$ cat config.mk
export PLATFORM = sky130hd
export DESIGN_NAME = csa_resolve
export DESIGN_NICKNAME = d
export VERILOG_FILES = /design/src/rtl/csa_resolve.sv
export SDC_FILE = /design/constraint.sdc
export NUM_CORES = 1
export LEC_CHECK = 0
export CELL_PAD_IN_SITES_DETAIL_PLACEMENT = 0
export CELL_PAD_IN_SITES_GLOBAL_PLACEMENT = 2
export CORE_UTILIZATION = 30
export CTS_CLUSTER_SIZE = 24
export DETAILED_ROUTE_END_ITERATION = 8
export PLACE_DENSITY = 0.91
export REMOVE_ABC_BUFFERS = 1
export SLEW_MARGIN = 10
export SYNTH_ARGS = -nofsm -noshare
export SYNTH_HDL_FRONTEND = slang
export SYNTH_SLANG_ARGS = --single-unit
export TNS_END_PERCENT = 1
$ cat constraint.sdc
create_clock -name clk -period 7.2 [get_ports clk]
set_input_delay 1.8 -clock clk [delete_from_list [all_inputs] [get_ports clk]]
set_output_delay 1.8 -clock clk [all_outputs]
set_load 0.02 [all_outputs]
$ cat src/rtl/csa_resolve.sv
`default_nettype none
// ============================================================================
// Module   : csa_resolve
// Brief    : Resolves a 51-bit carry-save pair into a binary result, one
//            17-bit ripple chunk per cycle. CSA_RESOLVE_STICKY_EN enables the
//            registered sticky OR over the low STICKY_BITS result bits.
// Revision : 1.0 - initial release
// ============================================================================
module csa_resolve #(
    parameter int STICKY_BITS = 24
) (
    input  logic        clk,
    input  logic        rst_n,
    input  logic        in_valid,
    output logic        in_ready,
    input  logic [50:0] sum,
    input  logic [50:0] carry,
    output logic        out_valid,
    input  logic        out_ready,
    output logic [50:0] result,
    output logic        cout,
    output logic        sticky
);

    localparam int c_CHUNK_W = 17;

    typedef enum logic [1:0] {
        S_IDLE = 2'd0,
        S_ADD  = 2'd1,
        S_DONE = 2'd2
    } state_t;

    state_t                 r_state;
    logic   [1:0]           r_cnt;
    logic                   r_cc;
    logic   [50:0]          r_sum;
    logic   [50:0]          r_carry;
    logic   [50:0]          r_result;
    logic                   r_cout;

    logic   [c_CHUNK_W-1:0] w_a;
    logic   [c_CHUNK_W-1:0] w_b;
    logic   [c_CHUNK_W:0]   w_chunk;

    // Chunk k operands are selected from the captured pair by the counter.
    always_comb begin
        w_a = r_sum[16:0];
        w_b = r_carry[16:0];
        case (r_cnt)
            2'd0: begin
                w_a = r_sum[16:0];
                w_b = r_carry[16:0];
            end
            2'd1: begin
                w_a = r_sum[33:17];
                w_b = r_carry[33:17];
            end
            default: begin
                w_a = r_sum[50:34];
                w_b = r_carry[50:34];
            end
        endcase
        w_chunk = {1'b0, w_a} + {1'b0, w_b} + {{c_CHUNK_W{1'b0}}, r_cc};
    end

`ifdef CSA_RESOLVE_STICKY_EN
    localparam logic [50:0] c_STICKY_MASK = (51'd1 << STICKY_BITS) - 51'd1;

    logic        r_sticky;
    logic [50:0] w_final;

    // Full result as it will look after the last chunk is written.
    assign w_final = {w_chunk[16:0], r_result[33:0]};
`endif

    always_ff @(posedge clk) begin
        if (!rst_n) begin
            r_state  <= S_IDLE;
            r_cnt    <= 2'd0;
            r_cc     <= 1'b0;
            r_sum    <= '0;
            r_carry  <= '0;
            r_result <= '0;
            r_cout   <= 1'b0;
`ifdef CSA_RESOLVE_STICKY_EN
            r_sticky <= 1'b0;
`endif
        end else begin
            case (r_state)
                S_IDLE: begin
                    if (in_valid) begin
                        r_sum   <= sum;
                        r_carry <= carry;
                        r_cc    <= 1'b0;
                        r_cnt   <= 2'd0;
                        r_state <= S_ADD;
                    end
                end
                S_ADD: begin
                    r_cc <= w_chunk[c_CHUNK_W];
                    case (r_cnt)
                        2'd0: begin
                            r_result[16:0] <= w_chunk[16:0];
                            r_cnt          <= 2'd1;
                        end
                        2'd1: begin
                            r_result[33:17] <= w_chunk[16:0];
                            r_cnt           <= 2'd2;
                        end
                        default: begin
                            r_result[50:34] <= w_chunk[16:0];
                            r_cout          <= w_chunk[c_CHUNK_W];
                            r_cnt           <= 2'd0;
                            r_state         <= S_DONE;
`ifdef CSA_RESOLVE_STICKY_EN
                            r_sticky        <= |(w_final & c_STICKY_MASK);
`endif
                        end
                    endcase
                end
                S_DONE: begin
                    if (out_ready) begin
                        r_state <= S_IDLE;
                    end
                end
                default: begin
                    r_state <= S_IDLE;
                end
            endcase
        end
    end

    assign in_ready  = (r_state == S_IDLE);
    assign out_valid = (r_state == S_DONE);
    assign result    = r_result;
    assign cout      = r_cout;

`ifdef CSA_RESOLVE_STICKY_EN
    assign sticky = r_sticky;
`else
    assign sticky = 1'b0;
`endif

endmodule
`default_nettype wire

==> reports/results.ini <==
[power_and_ir_drop]
p_switching_uw=551
power.share.sequential_pct=43.5
clockPowerShare_pct=42.5
p_comb_share_pct=13.9
switching_share_pct=25.2
leakage_nw=3.37
p_int_mw=1.63
irDropWorstVdd_mv=0.0945
pwr_density_cell_nw_per_um2=233

[critical_path]
worstReg2RegEnd=result[11]
critical_path_class=in -> reg
cp.arrival_ns=3.88
r2r-start=r_cnt[0]
cp_slowest_cell=inv_4
cp_cell_sequence=clkdlybuf4s50_1, buf_4, inv_4, buf_4, a21oi_1
worstPathMaxFanout=80
critPathLaunch=rst_n
reg2reg_slack_ns=3.72
r2r_cells=10
crit_path_max_incr_delay_ns=0.63
path_common_cell=buf_4
cp.required_ns=7.48
end_kind=flip-flop
start_kind=input port

[floorplanning]
initial_core_util_pct=30.8
dieHeight_um=155
fp-row-count=55
pin_count=161
die_area_um2=23900
coreArea_um2=22700
die_w_um=155

[worst_hold_path]
min_from=r_carry[0]
hold_path_depth=2
hp-class=reg -> reg
hold_end=r_carry[0]

[synth]
synth_edf_count=0
ys.warnings.count=0
netlist_area_um2=6990
synth.distinct_cells=47
synthCells=905
ys_ff_latch=159
yosysTopAreaCellShare_pct=45.6
async_reset_ff_share_pct=0
synth_area_per_cell_um2=7.72
ys_top_cells_by_area=dfxtp_1 (46%), nand2_1 (16%), a21oi_1 (11%)
synth_ff_type=dfxtp_1
synth_top_area_cell=dfxtp_1
yosysSeqAreaShare_pct=45.6

[sta]
setup_viol=0
fmax_ghz=0.278
fin_hold_ws_ns=0.452
slew_headroom_pct=22.9
drv_slew=0
hold_viol_final=0
rsz0062_at_grt=false
fin_crit_sh_pct=49.9
tightest_slew_ns=1.16
setup_ws_ns=3.61
fin_crit_ns=3.59
finalSetupTns_ns=0
clock_skew_ns=0.0125

[cts]
cts_buffers=17
clk_path_buf_depth=2
clock_latency_ns=0.43
root_buffer=clkbuf_16
clock-sinks=159
clk_pin_slew_ns=0.06
cts_resized=0
cts_tree=built
cts.htree.levels=4
cts_setup_buffers=0
hold_buffers=0

[drt]
wl_um=18900
drt_iter0_markers=284
wl_per_cell_um=14.3
ant_nets=0
vias_per_cell=4.76
vias=6312
drc=0
first_pass_iters=4

[finish]
diodes=0
finalNonFillerCells=1326
final_nets=1152
layout-drive-gt1-share_pct=4.51
syn2layout_area_growth_pct=34.1

[global_routing]
use_met2_pct=24.6
track_usage_pct=16.0
grt_pass1_vias=5893
grt-ovfl-total=0
grt_antenna_before_repair=0
grt_pass1_wl_um=30300
met1_usage_pct=22.5
grt_max_degree=104
top_usage_layer=met2
grtUsageMet3_pct=3.03

[place]
hpwl_um=13000
placed_cells=1294
portBuffers=159
place_congestion=0.777
pre_cts_ws_ns=3.16

[job]
cap_violations=0

[run_status]
run_status=finished, final reports clean

==> state kept, by name, summed over array words and instances, names as in the netlist <==
signal   count
r_cc         1
r_sum       51
r_state      2
result      51
r_carry     51
r_cnt        2
cout         1
==> kinds of logic (layout without fill, tap and decap cells) <==
kind of cell | count (synthesis) | in the layout | share of synthesized area, %
AND/OR/NAND/NOR | 369 | 369 | 21.4
AO/OA/AOI/OAI | 245 | 245 | 19.3
flip-flops | 159 | 159 | 45.6
buffers and inverters | 66 | 202 | 3.76
multiplexers | 35 | 35 | 5.02
adder cells (fa/ha/maj) | 18 | 18 | 3.44
XOR/XNOR | 12 | 12 | 1.50
other | 1 | 1 | 0.0537
==> cells in the final DEF (no fill, tap or decap), drive strengths merged, types with 2 or more instances in the layout <==
cell type      count
nand2            302
clkdlybuf4s50    159
dfxtp            159
a21oi            147
o21ai             65
mux2i             35
nand3             26
clkbuf            23
ha                16
nor2              12
nand2b             7
xnor2              7
a211oi             7
a21o               6
buf                6
nor3               6
xor2               5
inv                5
o211ai             5
clkinv             4
nor2b              3
or3                3
bufinv             3
and3               2
and4               2
a31oi              2
o21a               2
nor4               2
a311o              2
fa                 2
clkinvlp           2
and2               2
==> worst max-delay path by stage <==
stage | cells after the start | slack (ns) | to
final | 5 | 3.61 | r_carry[12]
after global routing | 10 | 3.47 | result[11]
after CTS | 5 | 3.62 | r_carry[32]
after detailed placement | 5 | 3.16 | r_carry[32]
after global placement | 5 | 3.20 | r_carry[13]
after floorplan | 3 | 3.27 | r_cc
==> power groups by stage <==
stage                     Combinational [mW]  Clock [mW]  Sequential, mW
after detailed placement               0.308           0           0.971
after global routing                   0.338       0.990           0.956
final                                  0.305       0.929           0.951
after CTS                              0.309       0.952           0.951
after floorplan                        0.157           0           0.979
after global placement                 0.307           0           0.970
==> synthesized netlist by cell type, types with 4 or more instances <==
cell type / n
buf_2: 9
ha_1: 16
mux2i_1: 35
nand2b_1: 7
xor2_1: 5
o21ai_0: 62
xnor2_1: 7
a21o_1: 6
nand2_1: 302
a211oi_1: 6
clkbuf_1: 42
nand3_1: 26
a21oi_1: 147
dfxtp_1: 159
buf_1: 9
nor2_1: 11
inv_1: 4
nor3_1: 6
==> metal layers <==
metal	vias to the layer above	wire length, um
met3	17	702
met5	-	0
met1	2858	9660
met2	131	8310
li1	3306	-
met4	0	242
==> through the flow <==
stage	area, um^2	power, mW	util [%]
floorplan	6740	1.14	-
global placement	8750	1.28	38.6
detailed placement	8750	1.28	38.6
CTS	9370	2.21	41.2
global route	9370	2.29	41.2
finish	9370	2.18	41.2
==> cell type report <==
class | instances | area [um^2]
Clock buffer | 23 | 478
Clock inverter | 9 | 133
Fill cell | 2345 | 13300
Inverter | 5 | 21.3
Multi-Input combinational cell | 680 | 3550
Sequential cell | 159 | 3190
Tap cell | 285 | 357
Timing Repair Buffer | 165 | 1640
==> worst max-delay path, delay by kind of cell <==
| family | cells | cell delay (ns) |
|---|---|---|
| buf+inv | 4 | 1.90 |
| compound gates | 1 | 0.09 |
Note: power is estimated with default switching activity, not from simulation.
